### config.mk
export PLATFORM = sky130hd
export DESIGN_NAME = midi_note_decoder
export DESIGN_NICKNAME = d
export VERILOG_FILES = /design/src/rtl/midi_pkg.sv /design/src/rtl/note_period_lut.sv /design/src/rtl/midi_note_decoder.sv
export SDC_FILE = /design/constraint.sdc
export NUM_CORES = 1
export LEC_CHECK = 0
export ABC_AREA = 1
export ABC_CLOCK_PERIOD_IN_PS = 2500
export BUFFER_PORTS_ARGS = -buffer_cell sky130_fd_sc_hd__buf_2
export CELL_PAD_IN_SITES_DETAIL_PLACEMENT = 1
export CELL_PAD_IN_SITES_GLOBAL_PLACEMENT = 2
export CORE_MARGIN = 1
export CORE_UTILIZATION = 31
export DETAILED_ROUTE_END_ITERATION = 7
export PLACE_DENSITY_LB_ADDON = 0.1
export SLEW_MARGIN = 10
export SYNTH_ARGS = -nofsm -noshare
export SYNTH_HDL_FRONTEND = slang
export SYNTH_SLANG_ARGS = --single-unit
export TNS_END_PERCENT = 100
### constraint.sdc
create_clock -name clk_in -period 2.5 [get_ports clk_in]
set_input_delay 0.5 -clock clk_in [delete_from_list [all_inputs] [get_ports clk_in]]
set_output_delay 0.5 -clock clk_in [all_outputs]
set_load 0.01 [all_outputs]
### src/rtl/midi_pkg.sv
// Shared MIDI decoder types, status constants and octave -1 period table.
// Imported by note_period_lut and midi_note_decoder.
package midi_pkg;

  typedef enum logic [2:0] {
    NO_STATUS,
    WAIT_D1,
    WAIT_D2,
    SKIP,
    SYSEX
  } parse_state_t;

  localparam logic [3:0] NOTE_ON      = 4'h9;
  localparam logic [3:0] NOTE_OFF     = 4'h8;
  localparam logic [7:0] SYSEX_START  = 8'hF0;
  localparam logic [7:0] SYSEX_END    = 8'hF7;
  localparam logic [7:0] REALTIME_MIN = 8'hF8;

  // Clock cycles per period for notes 0..11 (octave -1), 50 MHz clock.
  localparam logic [23:0] NOTE_PERIOD [0:11] = '{
    24'd6115610, 24'd5772339, 24'd5448404, 24'd5142604,
    24'd4853945, 24'd4581432, 24'd4324399, 24'd4081666,
    24'd3852585, 24'd3636364, 24'd3432275, 24'd3239589
  };

endpackage

### src/rtl/note_period_lut.sv
// Registered note -> playback period stage (one cycle latency).
// Ports: clk_in, rst_in, note_in[6:0], valid_in -> period_out[23:0], valid_out.
module note_period_lut
  import midi_pkg::*;
(
  input  logic        clk_in,
  input  logic        rst_in,
  input  logic [6:0]  note_in,
  input  logic        valid_in,
  output logic [23:0] period_out,
  output logic        valid_out
);

  logic [3:0]  w_idx;
  logic [3:0]  w_oct;
  logic [23:0] w_period;
  logic [23:0] r_period;
  logic        r_valid;

  assign w_idx    = 4'(note_in % 7'd12);
  assign w_oct    = 4'(note_in / 7'd12);
  // Each octave halves the period of the octave -1 entry.
  assign w_period = NOTE_PERIOD[w_idx] >> w_oct;

  always_ff @(posedge clk_in) begin
    if (rst_in) begin
      r_valid  <= 1'b0;
      r_period <= '0;
    end else begin
      r_valid <= valid_in;
      if (valid_in) r_period <= w_period;
    end
  end

  assign period_out = r_period;
  assign valid_out  = r_valid;

endmodule

### src/rtl/midi_note_decoder.sv
// MIDI byte-stream parser emitting note on/off events with playback period.
// Ports: clk_in, rst_in, byte_in[7:0], byte_valid_in -> valid_out,
// isNoteOn, cycles_between_samples[23:0], note_out[6:0].
// Macro MIDI_RUNNING_STATUS_EN: keep running status after each event.
module midi_note_decoder
  import midi_pkg::*;
#(
  parameter int CHANNEL = 0,
  parameter bit OMNI    = 1'b0
) (
  input  logic        clk_in,
  input  logic        rst_in,
  input  logic [7:0]  byte_in,
  input  logic        byte_valid_in,
  output logic        valid_out,
  output logic        isNoteOn,
  output logic [23:0] cycles_between_samples,
  output logic [6:0]  note_out
);

  parse_state_t r_state;
  parse_state_t w_next;

  logic       r_on_type;
  logic [6:0] r_note;
  logic       r_evt_valid;
  logic [6:0] r_evt_note;
  logic       r_evt_on;
  logic       r_is_on;
  logic [6:0] r_note_out;

  logic w_rt;
  logic w_status;
  logic w_data;
  logic w_ch_ok;
  logic w_note_stat;
  logic w_emit;
  logic w_evt_on;

  // Real-time bytes are invisible to the parser.
  assign w_rt     = byte_valid_in && (byte_in >= REALTIME_MIN);
  assign w_status = byte_valid_in && byte_in[7] && !w_rt;
  assign w_data   = byte_valid_in && !byte_in[7];
  assign w_ch_ok  = OMNI || (byte_in[3:0] == 4'(CHANNEL));
  assign w_note_stat = w_ch_ok &&
    ((byte_in[7:4] == NOTE_ON) || (byte_in[7:4] == NOTE_OFF));

  always_ff @(posedge clk_in) begin
    if (rst_in) r_state <= NO_STATUS;
    else        r_state <= w_next;
  end

  // Inside SYSEX, F7 lands in NO_STATUS like any other system status.
  always_comb begin
    w_next = r_state;
    if (w_status) begin
      if (byte_in == SYSEX_START)     w_next = SYSEX;
      else if (byte_in[7:4] == 4'hF)  w_next = NO_STATUS;
      else if (w_note_stat)           w_next = WAIT_D1;
      else                            w_next = SKIP;
    end else if (w_data) begin
      unique case (r_state)
        WAIT_D1: w_next = WAIT_D2;
`ifdef MIDI_RUNNING_STATUS_EN
        WAIT_D2: w_next = WAIT_D1;
`else
        WAIT_D2: w_next = NO_STATUS;
`endif
        default: w_next = r_state;
      endcase
    end
  end

  always_comb begin
    w_emit   = w_data && (r_state == WAIT_D2);
    w_evt_on = r_on_type && (byte_in[6:0] != 7'd0);
  end

  always_ff @(posedge clk_in) begin
    if (rst_in) begin
      r_on_type   <= 1'b0;
      r_note      <= '0;
      r_evt_valid <= 1'b0;
      r_evt_note  <= '0;
      r_evt_on    <= 1'b0;
      r_is_on     <= 1'b0;
      r_note_out  <= '0;
    end else begin
      if (w_status) r_on_type <= w_note_stat && (byte_in[7:4] == NOTE_ON);
      if (w_data && r_state == WAIT_D1) r_note <= byte_in[6:0];
      r_evt_valid <= w_emit;
      if (w_emit) begin
        r_evt_note <= r_note;
        r_evt_on   <= w_evt_on;
      end
      // Event flags follow the LUT stage so all outputs change together.
      if (r_evt_valid) begin
        r_is_on    <= r_evt_on;
        r_note_out <= r_evt_note;
      end
    end
  end

  note_period_lut u_lut (
    .clk_in     (clk_in),
    .rst_in     (rst_in),
    .note_in    (r_evt_note),
    .valid_in   (r_evt_valid),
    .period_out (cycles_between_samples),
    .valid_out  (valid_out)
  );

  assign isNoteOn = r_is_on;
  assign note_out = r_note_out;

endmodule

==> impl_metrics.py, run 1 <==
metrics = {
    "status": {
        "status": "completed",
    },
    "route": {
        "routedWlPerCell_um": 16.2,
        "post-route-drc-count": 0,
        "vias_per_cell": 5.17,
        "routed_wirelength_um": 11700,
        "final_antenna_net_count": 0,
        "drtIter0Drc": 113,
        "first_pass_iters": 4,
        "vias": 3741,
    },
    "setup_path": {
        "worstPathArrival_ps": 2620,
        "required_ps": 2770,
        "r2r-start": "r_evt_note[6]",
        "critPathLaunch": "r_evt_note[6]",
        "critical_path.startpoint_type": "flop",
        "crit_type": "reg2reg",
        "crit_fanout": 10,
        "crit_path_end_kind": "flop",
    },
    "timing": {
        "fmax_ghz": 0.425,
        "post-route-period-util_pct": 94.2,
        "rsz0062_at_grt": "true",
        "setup_violations": 0,
        "max_slew_margin_pct": 24.9,
        "maxSlewViolCount": 0,
        "finalCriticalPeriod_ps": 2350,
        "worst_pin_slew_ps": 1120,
        "hold_viol": 0,
        "worst_clock_skew_ps": 10.4,
        "setup_ws_ps": 146,
    },
    "finish": {
        "final_common_cell": "nand3_1",
        "diodes": 0,
        "final_util_pct": 40.1,
        "nets": 603,
        "synthToLayoutAreaGrowth_pct": 24.5,
        "final_cell_mix": "nand3_1 (127), nand2_1 (123), dfxtp_1 (49), buf_2 (42), inv_1 (36)",
        "drive_above_1_share_pct": 24.7,
    },
    "worst_hold_path": {
        "hp-start": "byte_in[2]",
        "hold_class": "in2reg",
    },
    "pwr": {
        "power.density_nw_per_um2": 457,
        "ir_drop_v": 0.000238,
        "p_leak_uw": 0.00205,
    },
    "grt": {
        "grtUsageTotal_pct": 21.0,
        "grt_pass1_wl_um": 18800,
        "grt_max_degree": 29,
        "first_global_vias": 3772,
        "grt_overflow": 0,
        "antenna_found_initial": 0,
    },
    "clock_tree": {
        "cts.sinks": 52,
        "htreeDepth": 2,
        "cts_hold_buf": 0,
        "clockRootBuffer": "clkbuf_8",
        "clk_path_buf_depth": 2,
        "clock_latency_ps": 310,
        "path_clk_slew_ps": 110,
        "cts_tree": "done",
        "cts_buffers": 5,
    },
    "synthesis": {
        "syn-cell-area_sq_um": 3340,
        "seq_area_frac_synth_pct": 31.2,
        "ys_types": 30,
        "syn_avg_cell_area_sq_um": 6.22,
        "ys_warn_count": 0,
        "synthCells": 537,
        "synth_fp_nets": 554,
        "ys_seq_elements": 52,
    },
    "place": {
        "dpl.hpwl_um": 8800,
        "place_ws_ps": 30.1,
        "port_buffers": 42,
        "place_congestion": 0.811,
    },
    "job": {
        "max_cap_viol_count": 0,
    },
    "die": {
        "die_w_um": 106,
        "io_pins": 44,
        "coreArea_sq_um": 10400,
        "fp-row-count": 37,
        "die-area_sq_um": 11200,
        "dieHeight_um": 106,
        "initial_core_util_pct": 32.2,
    },
}
[critical path, stage by stage, from the launching register on]
cell and delay (ps):
dfxtp_2 370, inv_2 60, nand3_1 110, nand2_2 70, nand2_2 80, nand3_2 90
nand2_2 90, nand2_2 70, nand2_4 110, nand3_4 110, buf_8 170, nand3_1 110
nand3_1 140, nand3_1 140, nand3_2 110, nand3_1 140, nand3_2 110, nand3_1 130
nand2_1 50, inv_1 50
[power breakdown]
part / total (uW) / internal (uW) / leakage [uW] / switching (uW)
clock: 513 / 200 / 0.0000445 / 314
sequential: 859 / 846 / 0.000422 / 13.0
combinational: 529 / 182 / 0.00158 / 347
[cells in the mapped netlist, drive strengths merged]
library cell / count / share of area [%]
a221oi: 1 / 0.26
nand3b: 1 / 0.22
o211ai: 3 / 0.67
dfxtp: 52 / 31
o21ai: 28 / 4.4
nor2: 29 / 3.3
clkbuf: 15 / 1.7
ha: 6 / 2.2
conb: 1 / 0.11
a21boi: 1 / 0.22
inv: 44 / 4.9
a22oi: 2 / 0.45
buf: 14 / 2.4
nor3: 2 / 0.30
nand3: 152 / 23
a22o: 1 / 0.26
nand2: 147 / 18
a32o: 1 / 0.30
nor4: 2 / 0.37
a21oi: 28 / 4.2
a211oi: 1 / 0.22
nand4: 6 / 1.1
[metrics by stage]
stage	setup TNS, ps	hold slack (ps)	cells	total power, uW	instance area [sq um]
after global routing	-599	437	723	2020	4160
after detailed placement	0	457	707	1340	3770
after CTS	0	425	715	1850	3860
final	0	423	723	1900	4160
after floorplan	0	440	537	1200	3340
after global placement	0	452	707	1340	3770
[registers in the layout (all words and copies together), names as in the netlist]
register	cells
isNoteOn	1
note_out	7
r_evt_note	7
r_evt_on	1
r_evt_valid	1
r_note	7
r_on_type	1
r_state	3
u_lut.period_out	23
u_lut.valid_out	1
[kinds of logic (layout without fill, tap and decap cells)]
| kind of cell | count (synthesis) | count (layout) | share of synthesized area (%) |
|---|---|---|---|
| simple gates | 339 | 340 | 46.4 |
| other cells | 1 | 1 | 0.112 |
| fa+ha+maj | 6 | 6 | 2.25 |
| flops | 52 | 52 | 31.2 |
| buf+inv | 73 | 122 | 9.03 |
| compound gates | 66 | 66 | 11.0 |
[layout make-up]
class / count / area, sq um
clock buffer: 5 / 68.8
clock inverter: 3 / 21.3
fill: 1391 / 6210
inverter: 44 / 168
multi-input combinational: 413 / 2210
sequential: 52 / 1040
tap: 136 / 170
timing repair buffer: 70 / 478
[layer usage]
metal  routed length, um  global-route usage, %  up-vias
li1                    -                      -     1895
met5                   0                      0        -
met2                5880                   37.3       54
met3                 243                   2.16       10
met1                5480                   27.4     1782
met4                 136                   4.46        0
[repair_timing]
action / in CTS / in global routing
setup buffers: 0 / 5
endpoints found under the hold margin: 0 / 0
endpoints found under the setup margin: 0 / 21
gates resized for setup: 0 / 54
[worst paths after layout]
check | slack [ps] | endpoint | cells past startpoint
worst max-delay path | 150 | u_lut.period_out[3] | 19
worst min-delay path | 420 | r_note[2] | 3
worst max register to register | 150 | u_lut.period_out[3] | 19
worst min register to register | 470 | u_lut.period_out[17] | 2
(Power assumes the default switching activity.)
==> run 2: changes to the inputs <==
- ABC_AREA: 1 -> unset
- CORE_UTILIZATION: 31 -> 35
==> impl_metrics.py, run 2 <==
metrics = {
    "status": {
        "status": "complete, but fails checks",
        "violations": "design-rule violations, negative setup slack",
    },
    "finish": {
        "final_cells": 905,
        "final_util_pct": 60.5,
        "drive_above_1_share_pct": 49.5,
        "largest_reg_flops": 23,
        "diodes": 0,
        "final_common_cell": "buf_4",
        "fillerInstances": 1369,
        "final_cell_mix": "buf_4 (151), nor2_1 (66), dfxtp_1 (45), buf_2 (42), nand2_1 (37)",
        "synthToLayoutAreaGrowth_pct": 65.5,
        "nets": 778,
    },
    "synthesis": {
        "synth-edff-count": 0,
        "seq_area_frac_synth_pct": 24.4,
        "synth.most_common_cell": "nor2_1",
        "synthCells": 574,
        "synthTopCellsByCount": "nor2_1 (70), dfxtp_1 (52), a21oi_1 (45)",
        "synthAdderAreaFrac_pct": 2.00,
        "yosys.area.top_type_share_pct": 24.4,
        "synth_simple_gate_area_share_pct": 24.6,
        "ys_seq_elements": 52,
        "synth_compound_area_share_pct": 32.9,
        "synthArstFlopShare_pct": 0,
        "yosysTopAreaCell": "dfxtp_1",
        "syn_avg_cell_area_sq_um": 7.42,
        "ys_types": 75,
        "synth.area.top_cells": "dfxtp_1 (24%), mux2i_1 (7.0%), nor2_1 (6.2%)",
        "ys_warn_count": 0,
        "synth_xor_area_share_pct": 1.26,
        "synth.area.mux_share_pct": 7.84,
        "synth_fp_nets": 591,
        "synth_top_family_by_area": "compound AO/OA/AOI/OAI gates",
        "yosys_most_used_dff": "dfxtp_1",
        "syn-cell-area_sq_um": 4260,
    },
    "route": {
        "drtIter0Drc": 343,
        "routed_wirelength_um": 21800,
        "post-route-drc-count": 1,
        "first_pass_iters": 7,
        "routedWlPerCell_um": 24.0,
        "vias": 5663,
        "final_antenna_net_count": 0,
        "vias_per_cell": 6.26,
    },
    "pwr": {
        "seq_power_share_pct": 50.3,
        "ir_drop_v": 0.000216,
        "p_clk_share_pct": 43.5,
        "p_comb_share_pct": 6.3,
        "power.density_nw_per_um2": 236,
        "swShare_pct": 24.7,
        "p_sw_uw": 411,
        "p_leak_uw": 0.00295,
        "p_int_uw": 1250,
    },
    "timing": {
        "worst_clock_skew_ps": 8.27,
        "setup_violations": 21,
        "worst_pin_slew_ps": 734,
        "rsz0062_at_grt": "true",
        "setup_ws_ps": -413,
        "hold_viol": 0,
        "fmax_ghz": 0.343,
        "post-route-period-util_pct": 117,
        "max_slew_margin_pct": 50.4,
        "tns_ps": -4860,
        "maxSlewViolCount": 0,
        "finalCriticalPeriod_ps": 2910,
    },
    "grt": {
        "grt_max_degree": 44,
        "grtUsageTotal_pct": 31.5,
        "grt_overflow": 0,
        "grt_pass1_wl_um": 31100,
        "antenna_found_initial": 0,
        "first_global_vias": 5584,
    },
    "clock_tree": {
        "clk_path_buf_depth": 2,
        "cts_hold_buf": 0,
        "cts_tree": "done",
        "htreeDepth": 2,
        "cts_buffers": 5,
        "path_clk_slew_ps": 80,
        "cts.sinks": 52,
        "clock_latency_ps": 300,
        "clockRootBuffer": "clkbuf_16",
    },
    "setup_path": {
        "crit_type": "reg2reg",
        "regToRegSetupSlack_ps": -410,
        "crit_fanout": 7,
        "cp_slowest_cell": "or4_4",
        "crit_path_end_kind": "flop",
        "required_ps": 2680,
        "timing.rr.end": "u_lut.period_out[1]",
        "r2r-start": "r_evt_note[4]",
        "crit_path_cell_trace": "buf_8 -> nand3b_1 -> buf_4 -> nand3_4 -> a21oi_4 -> buf_6 -> o211a_4 -> or4_4 -> a22oi_2 -> buf_4 -> mux2i_4 -> o21ai_1 -> o21ai_1",
        "cp_top_family": "compound AO/OA/AOI/OAI gates",
        "worstPathArrival_ps": 3090,
        "critPathBufInv": 4,
        "critical_path.startpoint_type": "flop",
        "slowest_delay_ps": 520,
        "worstRegToRegCells": 13,
    },
    "place": {
        "dpl.hpwl_um": 14000,
        "port_buffers": 42,
        "dp_cells": 857,
        "place_congestion": 0.972,
    },
    "worst_hold_path": {
        "hold_class": "in2reg",
        "hp-start": "byte_in[6]",
        "hold_path_end": "r_note[6]",
        "hold_depth": 3,
    },
    "job": {
        "max_cap_viol_count": 0,
    },
    "die": {
        "initial_core_util_pct": 36.5,
        "die_w_um": 112,
        "dieHeight_um": 112,
        "fp-row-count": 39,
        "io_pins": 44,
        "die-area_sq_um": 12600,
        "coreArea_sq_um": 11700,
    },
}
## run 2: what timing repair did
action	CTS	global route
pin swaps	40	43
setup endpoints to repair	23	23
buffers inserted	22	22
cloned	0	2
gates resized for setup	124	90
## run 2: worst min-delay path: stages
cell and delay [ps]:
buf_2 100, mux2i_1 60, nor2_1 70
## run 2: power groups by stage
stage | clock network (uW) | registers (uW) | logic, uW
floorplan | 0 | 863 | 51.8
global placement | 0 | 861 | 88.8
detailed placement | 0 | 862 | 90.7
CTS | 737 | 839 | 96.8
global route | 766 | 838 | 113
finish | 723 | 837 | 104
## run 2: worst max-delay path by stage
| stage | cells past startpoint | end | slack, ps | start |
|---|---|---|---|---|
| floorplan | 12 | u_lut.period_out[8] | 10 | r_evt_note[0] |
| global placement | 10 | u_lut.period_out[9] | -560 | r_evt_note[5] |
| detailed placement | 10 | u_lut.period_out[9] | -500 | r_evt_note[5] |
| CTS | 11 | u_lut.period_out[9] | -220 | r_evt_note[5] |
| global route | 14 | u_lut.period_out[1] | -520 | r_evt_note[4] |
| finish | 13 | u_lut.period_out[1] | -410 | r_evt_note[4] |
## run 2: logic make-up after synthesis
logic type / Yosys count
and+or+nand+nor: 208
AOI/OAI and AO/OA: 205
buffers and inverters: 64
DFF: 52
muxes: 33
adders and majority gates: 7
xor gates and xnor gates: 4
other: 1
## run 2: through the flow
| step | setup slack [ps] | hold WS [ps] | area, sq um | total power, uW |
|---|---|---|---|---|
| after global routing | -521 | 474 | 7050 | 1720 |
| after detailed placement | -502 | 447 | 5580 | 952 |
| after global placement | -556 | 439 | 5580 | 950 |
| after floorplan | 12.9 | 450 | 4270 | 915 |
| final | -413 | 458 | 7050 | 1660 |
| after CTS | -220 | 458 | 6460 | 1670 |
## run 2: cell type report
| cell class | instances | area, sq um | share of cell area, % |
|---|---|---|---|
| Clock buffer | 5 | 125 | 1.77 |
| Timing Repair Buffer | 232 | 1870 | 26.5 |
| Multi-Input combinational cell | 458 | 3740 | 53.1 |
| Sequential cell | 52 | 1060 | 15.1 |
| Inverter | 12 | 46.3 | 0.656 |
| Clock inverter | 3 | 27.5 | 0.390 |
| Tap cell | 143 | 179 | 2.54 |
## run 2: routing by layer
metal	up-vias	share of wire [%]	global-route usage [%]
met2	226	50	55.6
li1	2539	-	-
met4	0	2.9	7.82
met1	2843	42	40.9
met3	55	5.4	3.56
met5	-	0	0
==> run 3: changes to the inputs <==
- ABC_AREA: unset -> 1
- CORE_UTILIZATION: 35 -> 31
- REMOVE_ABC_BUFFERS: unset -> 1
==> impl_metrics.py, run 3 (synthesis results as in run 1) <==
metrics = {
    "worst_hold_path": {
        "hp-start": "byte_in[0]",
        "hold_depth": 3,
        "hold_class": "in2reg",
        "hold_path_end": "r_note[0]",
    },
    "finish": {
        "diodes": 0,
        "nets": 598,
        "largest_reg_flops": 23,
        "fillerInstances": 1378,
        "final_common_cell": "nand3_1",
        "synthToLayoutAreaGrowth_pct": 24.8,
        "final_cell_mix": "nand3_1 (127), nand2_1 (119), dfxtp_1 (49), buf_2 (42), inv_1 (35)",
        "final_cells": 718,
        "drive_above_1_share_pct": 24.9,
    },
    "route": {
        "routedWlPerCell_um": 16.4,
        "drtIter0Drc": 146,
        "post-route-drc-count": 0,
        "routed_wirelength_um": 11800,
        "final_antenna_net_count": 0,
        "vias": 3777,
        "first_pass_iters": 4,
        "vias_per_cell": 5.26,
    },
    "setup_path": {
        "worstPathArrival_ps": 2610,
        "crit_fanout": 12,
        "worstRegToRegCells": 19,
        "crit_type": "reg2reg",
        "timing.rr.end": "u_lut.period_out[3]",
        "required_ps": 2750,
        "critical_path.startpoint_type": "flop",
        "crit_path_end_kind": "flop",
        "regToRegSetupSlack_ps": 140,
        "r2r-start": "r_evt_note[5]",
    },
    "timing": {
        "whs_ps": 402,
        "hold_viol": 0,
        "worst_pin_slew_ps": 1080,
        "max_slew_margin_pct": 27.7,
        "worst_clock_skew_ps": 23.1,
        "setup_violations": 0,
        "finalCriticalPeriod_ps": 2360,
        "fmax_ghz": 0.423,
        "rsz0062_at_grt": "true",
        "maxSlewViolCount": 0,
        "post-route-period-util_pct": 94.5,
        "tns_ps": 0,
    },
    "grt": {
        "grtUsageTotal_pct": 21.6,
        "grt_overflow": 0,
        "antenna_found_initial": 0,
        "first_global_vias": 3860,
        "use_met1_pct": 26.4,
        "use_met2_pct": 38.2,
        "grt_max_degree": 32,
        "grtUsageMet3_pct": 2.72,
        "grt.busiest_layer": "met2",
        "grt_pass1_wl_um": 19100,
    },
    "die": {
        "io_pins": 44,
        "dieHeight_um": 106,
        "die_w_um": 106,
        "coreArea_sq_um": 10400,
        "initial_core_util_pct": 32.2,
        "die-area_sq_um": 11200,
        "fp-row-count": 37,
    },
    "pwr": {
        "power.density_nw_per_um2": 482,
        "p_leak_uw": 0.00207,
        "ir_drop_v": 0.000215,
    },
    "place": {
        "dpl.hpwl_um": 8580,
        "dp_cells": 702,
        "port_buffers": 42,
        "place_congestion": 0.813,
    },
    "clock_tree": {
        "cts.sinks": 52,
        "clock_latency_ps": 340,
        "htreeDepth": 2,
        "clk_path_buf_depth": 2,
        "path_clk_slew_ps": 120,
        "cts_tree": "done",
        "cts_buffers": 5,
        "clockRootBuffer": "clkbuf_8",
    },
    "status": {
        "status": "completed",
    },
    "job": {
        "max_cap_viol_count": 0,
    },
}
## run 3: worst max path at each step
stage               depth (start not counted)                  end          start
global route                               19  u_lut.period_out[8]  r_evt_note[5]
CTS                                        21  u_lut.period_out[9]  r_evt_note[6]
floorplan                                  19  u_lut.period_out[2]  r_evt_note[6]
detailed placement                         18  u_lut.period_out[7]  r_evt_note[5]
global placement                           17  u_lut.period_out[5]  r_evt_note[4]
finish                                     19  u_lut.period_out[3]  r_evt_note[5]
## run 3: layout make-up
| cell class | count | area [sq um] | area share [%] |
|---|---|---|---|
| tap | 136 | 170 | 4.08 |
| sequential | 52 | 1050 | 25.1 |
| clock inverter | 3 | 47.5 | 1.14 |
| timing repair buffer | 64 | 428 | 10.3 |
| inverter | 44 | 170 | 4.08 |
| clock buffer | 5 | 68.8 | 1.65 |
| multi-input combinational | 414 | 2240 | 53.6 |
## run 3: report_power, final
group / internal, uW / switching [uW]
sequential: 845 / 11.8
combinational: 177 / 346
clock: 303 / 328
## run 3: timing repair
item / in CTS / in global routing
cloned: 0 / 3
setup endpoints to repair: 3 / 22
endpoints found under the hold margin: 0 / 0
pin swaps: 0 / 11
hold buffers: 0 / 0
buffers inserted: 0 / 5
gates resized for setup: 1 / 64
## run 3: per-stage QoR
step / power (uW) / util [%] / cell area [sq um] / worst slack (ps)
floorplan: 1180 / - / 3200 / -162
global placement: 1320 / 35.8 / 3720 / 61.9
detailed placement: 1330 / 35.8 / 3720 / -12.6
CTS: 1970 / 37.0 / 3840 / 32.9
global route: 2120 / 40.2 / 4170 / -57.8
finish: 2010 / 40.2 / 4170 / 136
## run 3: worst max-delay path, stage by stage, from the launching register on
cell and delay, ps:
dfxtp_4 370, inv_2 70, nand2_2 70, o21ai_2 120
nand2_2 100, o21ai_2 130, nand2_2 130, o21ai_4 210
buf_12 140, nand2_8 100, nand3_1 150, nand3_1 110
nand2_1 70, nand2_1 60, nand3_1 120, nand2_1 80
nand2_1 70, nand3_2 80, nand2_1 70, inv_1 50
## run 3: per-layer routing
layer,share of wire [%],vias up
met5,0,-
met4,2.9,0
met3,2.8,23
met2,50,64
met1,44,1801
li1,-,1889
